===== config.mk =====
export PLATFORM = sky130hd
export DESIGN_NAME = sub8_serial
export DESIGN_NICKNAME = d
export VERILOG_FILES = /design/src/rtl/sub8_serial.sv
export SDC_FILE = /design/constraint.sdc
export NUM_CORES = 1
export LEC_CHECK = 0
export ABC_CLOCK_PERIOD_IN_PS = 1400
export BUFFER_PORTS_ARGS = -buffer_cell sky130_fd_sc_hd__buf_2
export CORE_ASPECT_RATIO = 1.1
export CORE_MARGIN = 1.5
export CORE_UTILIZATION = 52
export CTS_CLUSTER_SIZE = 16
export DETAILED_ROUTE_END_ITERATION = 12
export PLACE_DENSITY = 0.86
export SYNTH_ARGS = -nofsm -noshare
export SYNTH_HDL_FRONTEND = slang
export SYNTH_SLANG_ARGS = --single-unit

===== constraint.sdc =====
create_clock -name clk -period 1.4 [get_ports clk]
set_input_delay 0.21 -clock clk [delete_from_list [all_inputs] [get_ports clk]]
set_output_delay 0.21 -clock clk [all_outputs]
set_load 0.05 [all_outputs]

===== src/rtl/sub8_serial.sv =====
// rtl/sub8_serial.sv - bit-serial two's-complement subtractor, LSB first, start/busy/done handshake
module sub8_serial #(
  parameter int WIDTH = 8
) (
  input  logic             clk,
  input  logic             rst,
  input  logic             start,
  input  logic [WIDTH-1:0] a,
  input  logic [WIDTH-1:0] b,
  output logic [WIDTH-1:0] diff,
  output logic             ovfl,
  output logic             bout,
  output logic             busy,
  output logic             done
);

  localparam int CW = (WIDTH > 2) ? $clog2(WIDTH) : 1;
  localparam logic [CW-1:0] LAST = CW'(WIDTH - 1);

  typedef enum logic [1:0] {
    ST_IDLE,
    ST_RUN,
    ST_DONE
  } state_t;

  state_t           state;
  logic [WIDTH-1:0] sa;
  logic [WIDTH-1:0] sb;
  logic [CW-1:0]    cnt;
  logic             carry;
  logic             s_bit;
  logic             c_next;

  // One full-adder slice computing a + ~b + carry on the current LSBs
  always_comb begin
    s_bit  = sa[0] ^ ~sb[0] ^ carry;
    c_next = (sa[0] & ~sb[0]) | (sa[0] & carry) | (~sb[0] & carry);
  end

  // Handshake FSM with the serial datapath; diff doubles as the result shift register
  always_ff @(posedge clk or posedge rst) begin
    if (rst) begin
      state <= ST_IDLE;
      sa    <= '0;
      sb    <= '0;
      cnt   <= '0;
      carry <= 1'b1;
      diff  <= '0;
      ovfl  <= 1'b0;
      bout  <= 1'b0;
      busy  <= 1'b0;
      done  <= 1'b0;
    end else begin
      case (state)
        ST_IDLE, ST_DONE: begin
          done <= 1'b0;
          if (start) begin
            // carry-in of 1 completes the two's complement of b
            sa    <= a;
            sb    <= b;
            carry <= 1'b1;
            cnt   <= '0;
            busy  <= 1'b1;
            state <= ST_RUN;
          end else begin
            state <= ST_IDLE;
          end
        end
        ST_RUN: begin
          diff  <= {s_bit, diff[WIDTH-1:1]};
          sa    <= sa >> 1;
          sb    <= sb >> 1;
          carry <= c_next;
          cnt   <= cnt + CW'(1);
          if (cnt == LAST) begin
            // carry holds the carry into the MSB, c_next the carry out
            ovfl  <= carry ^ c_next;
            bout  <= ~c_next;
            busy  <= 1'b0;
            done  <= 1'b1;
            state <= ST_DONE;
          end
        end
        default: begin
          state <= ST_IDLE;
          busy  <= 1'b0;
          done  <= 1'b0;
        end
      endcase
    end
  end

endmodule


==> results of run 1 <==
## sequential cells by signal, summed over array words and instances, names as in the netlist
name	cells
sb	8
state	1
done	1
cnt	3
diff	8
carry	1
ovfl	1
busy	1
bout	1
sa	8
## per-stage QoR
step	worst slack [ns]	utilization (%)	hold WS (ns)	instance area, sq um	power [mW]
global route	0.0142	65.9	0.111	1690	4.74
CTS	0.0639	65.5	0.0952	1680	4.39
floorplan	0.0390	-	0.338	1430	3.30
detailed placement	0.0905	63.2	0.313	1620	3.89
finish	0.0770	65.9	0.105	1690	4.39
global placement	0.149	63.2	0.309	1620	3.73
## what timing repair did
action | in CTS | in global routing
setup buffers | 0 | 1
gates resized for setup | 0 | 1
hold buffers | 1 | 0
hold endpoints to repair | 32 | 0
setup endpoints to repair | 0 | 4
## power breakdown
part | leakage [nW] | total, mW | internal, mW | switching (mW)
Sequential | 0.398 | 1.73 | 1.41 | 0.311
Clock | 0.0320 | 0.491 | 0.191 | 0.301
Combinational | 0.411 | 2.17 | 0.797 | 1.37
## cell type report
class | count | area, sq um
fillers | 218 | 875
flip-flops and latches | 33 | 828
multi-input cells | 97 | 542
repair buffers | 37 | 218
clock buffers | 6 | 41.3
well taps | 31 | 38.8
inverters | 4 | 15.0
clock inverters | 2 | 10.0
## cells by family after synthesis
family | share of synthesized area (%)
AND/OR/NAND/NOR | 19.1
AO/OA/AOI/OAI | 12.0
multiplexers | 2.88
XOR/XNOR | 0.612
flip-flops | 57.8
adder cells (fa/ha/maj) | 3.15
buffers and inverters | 4.54
## cell usage in the layout (no fill, tap or decap), drive strengths merged, types with 5 or more instances in the layout
| master | netlist | final |
|---|---|---|
| nor2 | 14 | 14 |
| nor3 | 11 | 11 |
| o22ai | 11 | 11 |
| buf | 9 | 36 |
| dfrtp | 32 | 32 |
| nand2 | 28 | 28 |
| o21ai | 5 | 5 |
| clkbuf | 0 | 6 |
## routing by layer
layer | wire (um) | part of all wire (%) | track usage (%)
met4 | 96 | 3.2 | 12.1
met2 | 1420 | 48 | 35.9
met1 | 1350 | 45 | 30.5
met3 | 119 | 4.0 | 5.67
met5 | 0 | 0 | 0
## path summary, 6_finish.rpt
check	start	endpoint	slack, ns	depth (start not counted)
max in group asynchronous	rst	carry	0.57	4
worst max-delay path	done	done	0.08	1
worst max register to register	sa[0]	ovfl	0.09	3
min in group asynchronous	rst	cnt[2]	0.49	4
worst min-delay path	a[7]	sa[7]	0.10	2
worst min register to register	bout	bout	0.49	2
==> results.yml, run 1 <==
clock_network:
  clock_tree.htree_level_count: 2
  path_clk_slew_ns: 0.10
  numCtsBuffers: 5
  clock_sinks: 33
  tritoncts: "done"
  clockRootBuffer: "clkbuf_4"
  clockBufferDepth: 2
  worst_skew_pair.late_latency_ns: 0.33
yosys:
  netlist_area_before_placement_sq_um: 1430
  synth_top_cells_by_area: "dfrtp_1 (56%), nand2_1 (7.3%), o22ai_1 (4.8%)"
  synth_warnings: 0
  synth.lib_cells_used.distinct: 23
  yosysTopAreaCell: "dfrtp_1"
  synth_top_area_share_pct: 55.9
  synth_enable_flop_cells: 0
  yosys-top-cells-count: "dfrtp_1 (32), nand2_1 (28), nor2_1 (14), nor3_1 (11), o22ai_1 (11)"
  yosys.cell_count.top_type: "dfrtp_1"
  postSynthRegisterBits: 33
  syn_avg_cell_area_sq_um: 10.0
  ys.flop_type: "dfrtp_1"
  syn-num-nets: 165
  synthesis.instances: 143
  seq_area_frac_synth_pct: 57.8
  synth-async-reset-ratio_pct: 100
global_routing:
  pin_count_of_the_biggest_net_entering_global_routing: 34
  grt_antenna_before_repair: 0
  gr_util_all_layers_pct: 23.3
  grt_pass1_vias: 1166
  grt_first_pass_wirelength_um: 5110
  grt.overflow.total: 0
timing:
  tmin_final_ns: 1.32
  timing.final.crit_share_pct: 94.5
  hold_viol: 0
  rsz0062_at_grt: "false"
  setup-tns-final_ns: 0
  max_freq_ghz: 0.756
  timing.slew.headroom_pct: 73.1
  setup-violations-final: 0
  max_slew.worst_pin.slew_ns: 0.404
  timing.clock.skew_ns: 0.0121
  report.final.slew_viol_count: 0
floorplanning:
  fp.coreArea_sq_um: 2570
  io_pins: 31
  overall_die_area_sq_um: 3080
  die_h_um: 58.0
  starting_utilization_of_the_core_area_pct: 55.8
  placementRows: 19
  dieWidth_um: 53.0
route:
  routed-via-count: 1159
  route.detailed.wl_per_inst_um: 14.2
  drt-pass1-iter-count: 4
  via_per_inst: 5.52
  route.detailed.drc: 0
  drt_first_iter_violations: 35
  detail_route.wirelength_um: 2990
  final_antenna_net_count: 0
worst_setup_path:
  cp_max_fo: 9
  critPathArrivalTime_ns: 1.11
  crit_path_top_delay_cell: "dfrtp_2"
  element_type_at_the_critical_path_end: "output port"
  setup.worst_path.start_class: "flop"
  required_ns: 1.19
  critical_path.n_buffers_inverters: 1
  worst_path_largest_cell_delay_ns: 0.48
  worstPathCellList: "buf_2"
  critPathTopFamily: "flip-flops"
  critPathKind: "reg2out"
status:
  outcome: "completed"
pwr:
  vdd_drop_max_mv: 1.61
  power.leakage_nw: 0.841
  power_density_nw_per_um2: 2590
cells_and_area:
  layout_cells_sized_above_1_pct: 26.8
  layout.nets: 200
  layout-area-overhead-vs-synth_pct: 18.3
  diodes: 0
  final_cells: 210
place:
  globalplace.congestion: 0.804
  buffer_ports.inserted: 30
  hpwl_um: 2150
  place.detailed.instances: 200
worst_hold_path:
  worst_hold_path_type: "in2reg"
flow_run:
  cap_violations: 0
No activity file was read; power rests on OpenSTA's default activity.
==> run 2: changes to the inputs <==
--- a/config.mk
+++ b/config.mk
@@ -7,9 +7,11 @@
 export LEC_CHECK = 0
 export ABC_CLOCK_PERIOD_IN_PS = 1400
 export BUFFER_PORTS_ARGS = -buffer_cell sky130_fd_sc_hd__buf_2
+export CELL_PAD_IN_SITES_DETAIL_PLACEMENT = 1
+export CELL_PAD_IN_SITES_GLOBAL_PLACEMENT = 1
 export CORE_ASPECT_RATIO = 1.1
 export CORE_MARGIN = 1.5
-export CORE_UTILIZATION = 52
+export CORE_UTILIZATION = 40
 export CTS_CLUSTER_SIZE = 16
 export DETAILED_ROUTE_END_ITERATION = 12
 export PLACE_DENSITY = 0.86
==> run 2 against run 1 <==
Compared with the run above: critical path depth is 2 higher; power is 0.69% higher; non-clock buffer count is 1 higher; global-route usage is 3.1 points lower; critical endpoint is now cnt[1]; largest cell class unchanged.
==> results.yml, run 2 (synthesized netlist as in run 1, its figures left out) <==
route:
  final_antenna_net_count: 0
  route.detailed.wl_per_inst_um: 14.8
  route.detailed.drc: 0
  routed-via-count: 1180
  drt_first_iter_violations: 33
  via_per_inst: 5.18
  detail_route.wirelength_um: 3380
  drt-pass1-iter-count: 4
place:
  place.detailed.instances: 219
  buffer_ports.inserted: 30
  place_area_sq_um: 1650
  globalplace.congestion: 0.730
  hpwl_um: 2530
global_routing:
  grt.overflow.total: 0
  grt_pass1_vias: 1279
  grt_first_pass_wirelength_um: 5840
  gr_util_all_layers_pct: 20.1
  pin_count_of_the_biggest_net_entering_global_routing: 21
  grt_antenna_before_repair: 0
timing:
  setup-violations-final: 0
  max_slew.worst_pin.slew_ns: 0.343
  hold_slack_ns: 0.102
  hold_viol: 0
  setup-tns-final_ns: 0
  max_freq_ghz: 0.758
  timing.final.crit_share_pct: 94.2
  tmin_final_ns: 1.32
  timing.slew.headroom_pct: 77.0
  rsz0062_at_grt: "false"
  timing.clock.skew_ns: 0.00266
  report.final.slew_viol_count: 0
clock_network:
  clockRootBuffer: "clkbuf_4"
  numCtsBuffers: 5
  clock_sinks: 33
  clock_tree.htree_level_count: 2
  clockBufferDepth: 2
  worst_skew_pair.late_latency_ns: 0.33
  path_clk_slew_ns: 0.09
  tritoncts: "done"
floorplanning:
  fp.coreArea_sq_um: 3390
  overall_die_area_sq_um: 3950
  io_pins: 31
  dieWidth_um: 60.0
  starting_utilization_of_the_core_area_pct: 42.3
  placementRows: 22
  die_h_um: 65.7
worst_setup_path:
  timing.reg2reg.setup_slack_ns: 0.08
  critPathKind: "reg2reg"
  cp_max_fo: 3
  element_type_at_the_critical_path_end: "flop"
  setup.worst_path.start_class: "flop"
  required_ns: 1.62
  critPathArrivalTime_ns: 1.54
pwr:
  power_density_nw_per_um2: 2570
  power.leakage_nw: 0.842
  vdd_drop_max_mv: 1.05
cells_and_area:
  final_common_cell: "dfrtp_1"
  layout.nets: 201
  fin_area_sq_um: 1720
  diodes: 0
  mostFrequentLayoutCells: "dfrtp_1 (31), buf_2 (30), nand2_1 (28)"
  layout-area-overhead-vs-synth_pct: 19.9
  layout_cells_sized_above_1_pct: 26.7
  fillers: 411
  top_regs: "diff x8, sa x8, sb x8"
  final_cells: 228
flow_run:
  cap_violations: 0
status:
  outcome: "completed"
worst_hold_path:
  worst_hold_path_type: "in2reg"
run 2: final timing paths:
kind / startpoint / end / cells past startpoint
setup / recovery: cnt[0] / cnt[1] / 3
hold / removal: a[7] / sa[7] / 2
setup reg to reg: cnt[0] / cnt[1] / 3
hold reg to reg: bout / bout / 2
max in group asynchronous: rst / sb[3] / 4
min in group asynchronous: rst / sb[1] / 4
run 2: layer usage:
layer | routed length, um | track usage [%] | vias up
met5 | 0 | 0 | -
met4 | 47 | 9.17 | 0
met3 | 111 | 3.74 | 6
met2 | 1770 | 34.2 | 28
met1 | 1450 | 24.2 | 585
li1 | - | - | 561
run 2: area by class of cell:
type                            count  area, sq um  area share (%)
Clock buffer                        8         58.8            3.43
Inverter                            4         15.0           0.875
Tap cell                           48         60.1            3.50
Multi-Input combinational cell     97          542            31.6
Sequential cell                    33          828            48.3
Timing Repair Buffer               38          213            12.4
run 2: power by group:
| part | internal (mW) | leakage (nW) | total [mW] | switching (mW) |
|---|---|---|---|---|
| combinational | 0.754 | 0.412 | 2.13 | 1.38 |
| sequential | 1.41 | 0.398 | 1.73 | 0.318 |
| clock | 0.248 | 0.0326 | 0.552 | 0.304 |
| total | 2.42 | 0.842 | 4.42 | 2.00 |
run 2: timing repair:
action,CTS,global route
hold endpoints to repair,32,0
hold buffers,1,0
endpoints found under the setup margin,0,11
gates resized for setup,0,1
setup buffers,0,0
run 2: worst max-delay path: stages, from the launching register on:
cell	delay, ns
dfrtp_1	0.42
ha_1	0.31
mux2_2	0.26
a22o_1	0.23
run 2: through the flow:
stage / util [%] / total power, mW / setup WS (ns)
after floorplan: - / 3.30 / 0.0390
after global placement: 48.6 / 3.73 / 0.150
after detailed placement: 48.6 / 3.90 / 0.0959
after CTS: 50.6 / 4.46 / 0.0652
after global routing: 50.7 / 4.76 / 0.0198
final: 50.7 / 4.42 / 0.0814
==> run 3: changes to the inputs <==
--- a/config.mk
+++ b/config.mk
@@ -9,7 +9,6 @@
 export BUFFER_PORTS_ARGS = -buffer_cell sky130_fd_sc_hd__buf_2
 export CELL_PAD_IN_SITES_DETAIL_PLACEMENT = 1
 export CELL_PAD_IN_SITES_GLOBAL_PLACEMENT = 1
-export CORE_ASPECT_RATIO = 1.1
 export CORE_MARGIN = 1.5
 export CORE_UTILIZATION = 40
 export CTS_CLUSTER_SIZE = 16
==> run 3 against run 2 <==
Compared with the run above: highest routed layer unchanged; cell area rose by 0.51%; first-iteration DRC count shrank 3.0%; die area hardly changed; non-clock buffer count is the same; largest power group unchanged; clock skew rose by 0.0042 ns; power up 0.86%; setup slack lost 0.013 ns.
==> results.yml, run 3 (synthesized netlist as in run 1, its figures left out) <==
global_routing:
  grt_first_pass_wirelength_um: 5930
  grt_pass1_vias: 1269
  pin_count_of_the_biggest_net_entering_global_routing: 34
  gr_util_all_layers_pct: 19.6
  grt_antenna_before_repair: 0
  grt.overflow.total: 0
cells_and_area:
  multi_input_area_sq_um: 544
  top_regs: "diff x8, sa x8, sb x8"
  seqCellArea_sq_um: 828
  mostFrequentLayoutCells: "dfrtp_1 (31), buf_2 (30), nand2_1 (28)"
  layout_cells_sized_above_1_pct: 27.4
  layout-area-overhead-vs-synth_pct: 20.5
  fillers: 404
  layout.nets: 201
  diodes: 0
  final_common_cell: "dfrtp_1"
worst_hold_path:
  worst_hold_path_type: "in2reg"
  beginning_of_the_worst_hold_path: "b[7]"
  hold-path-cell-count: 2
  min_to: "sb[7]"
route:
  via_per_inst: 5.22
  drt-pass1-iter-count: 4
  route.detailed.wl_per_inst_um: 15.1
  drt_first_iter_violations: 32
  route.detailed.drc: 0
  final_antenna_net_count: 0
  routed-via-count: 1175
  detail_route.wirelength_um: 3390
timing:
  rsz0062_at_grt: "false"
  setup-tns-final_ns: 0
  max_freq_ghz: 0.751
  tmin_final_ns: 1.33
  timing.final.crit_share_pct: 95.1
  timing.slew.headroom_pct: 80.2
  timing.clock.skew_ns: 0.00684
  setup-violations-final: 0
  report.final.slew_viol_count: 0
  max_slew.worst_pin.slew_ns: 0.297
  hold_viol: 0
worst_setup_path:
  reg_to_reg_endpoint: "cnt[1]"
  worst_r2r_startpoint: "cnt[0]"
  setup.worst_path.start_class: "flop"
  ff2ff_path_depth: 3
  timing.reg2reg.setup_slack_ns: 0.07
  crit_path_top_delay_cell: "dfrtp_1"
  critPathTopFamily: "flip-flops"
  element_type_at_the_critical_path_end: "flop"
  worstPathCellList: "ha_1 -> mux2_2 -> a22o_1"
  critPathArrivalTime_ns: 1.57
  worst_path_largest_cell_delay_ns: 0.42
  required_ns: 1.64
  critical_path.n_buffers_inverters: 0
  cp_max_fo: 3
  critPathKind: "reg2reg"
clock_network:
  numCtsBuffers: 5
  path_clk_slew_ns: 0.10
  tritoncts: "done"
  clockRootBuffer: "clkbuf_4"
  clockBufferDepth: 2
  clock_tree.htree_level_count: 2
  worst_skew_pair.late_latency_ns: 0.34
  clock_sinks: 33
status:
  outcome: "completed"
pwr:
  net_switching_power_mw: 2.02
  power_density_nw_per_um2: 2580
  power.share.switching_pct: 45.4
  pwr-share-comb_pct: 48.6
  p_int_mw: 2.43
  vdd_drop_max_mv: 1.04
  p_seq_share_pct: 39.0
  p_total_mw: 4.45
  power.leakage_nw: 0.844
  power_frac_clock_pct: 12.3
floorplanning:
  placementRows: 21
  die_h_um: 62.8
  fp.coreArea_sq_um: 3390
  io_pins: 31
  overall_die_area_sq_um: 3950
  dieWidth_um: 62.8
  starting_utilization_of_the_core_area_pct: 42.2
place:
  buffer_ports.inserted: 30
  hpwl_um: 2430
  globalplace.congestion: 0.750
flow_run:
  cap_violations: 0
-- run 3: cell types whose count changed in the layout (fill, tap and decap cells not counted), sizes merged --
cell    delta
clkbuf     -1
-- run 3: area by class of cell --
cell class | count | share of cell area, %
timing repair buffer | 38 | 13.1
multi-input combinational | 97 | 31.5
inverter | 4 | 0.870
clock buffer | 7 | 3.19
tap | 46 | 3.34
sequential | 33 | 48.0
-- run 3: power groups by stage --
| stage | registers [mW] | logic (mW) | clock network, mW |
|---|---|---|---|
| 2_1_floorplan | 2.15 | 1.15 | 0 |
| 3_3_place_gp | 1.72 | 2.03 | 0 |
| 3_5_place_dp | 1.76 | 2.16 | 0 |
| 4_1_cts | 1.74 | 2.16 | 0.573 |
| 5_1_grt | 1.79 | 2.39 | 0.616 |
| 6_report | 1.74 | 2.17 | 0.550 |
-- run 3: metal layers --
layer	part of all wire, %	GRT usage, %
met1	42	23.5
met5	0	0
met2	51	33.2
met3	5.0	5.05
met4	1.8	8.33
-- run 3: repair_timing --
action | in CTS | in global routing
gates resized for setup | 0 | 2
endpoints found under the hold margin | 32 | 0
hold buffers | 1 | 0
buffers inserted | 0 | 1
endpoints found under the setup margin | 0 | 4
-- run 3: stage by stage --
step                      instance area (sq um)  hold WS, ns  setup slack, ns  instances  utilization, %
final                                      1730        0.102           0.0688        225            50.9
after global routing                       1730       0.0961          0.00980        225            50.9
after CTS                                  1710       0.0913           0.0573        224            50.5
after global placement                     1650        0.261            0.154        216            48.6
after detailed placement                   1650        0.278           0.0761        216            48.6
after floorplan                            1430        0.338           0.0390        143               -
-- run 3: worst reg2reg max path: stages, from the launching register on --
cell	delay [ns]
dfrtp_1	0.42
ha_1	0.31
mux2_2	0.27
a22o_1	0.23
-- run 3: worst max-delay path by stage --
stage	startpoint	endpoint	slack, ns	depth (start not counted)
2_1_floorplan	done	cnt[1]	0.04	3
3_3_place_gp	cnt[0]	cnt[1]	0.15	3
3_5_place_dp	cnt[0]	cnt[1]	0.08	3
4_1_cts	done	done	0.06	1
5_1_grt	cnt[1]	bout	0.01	5
6_report	cnt[0]	cnt[1]	0.07	3
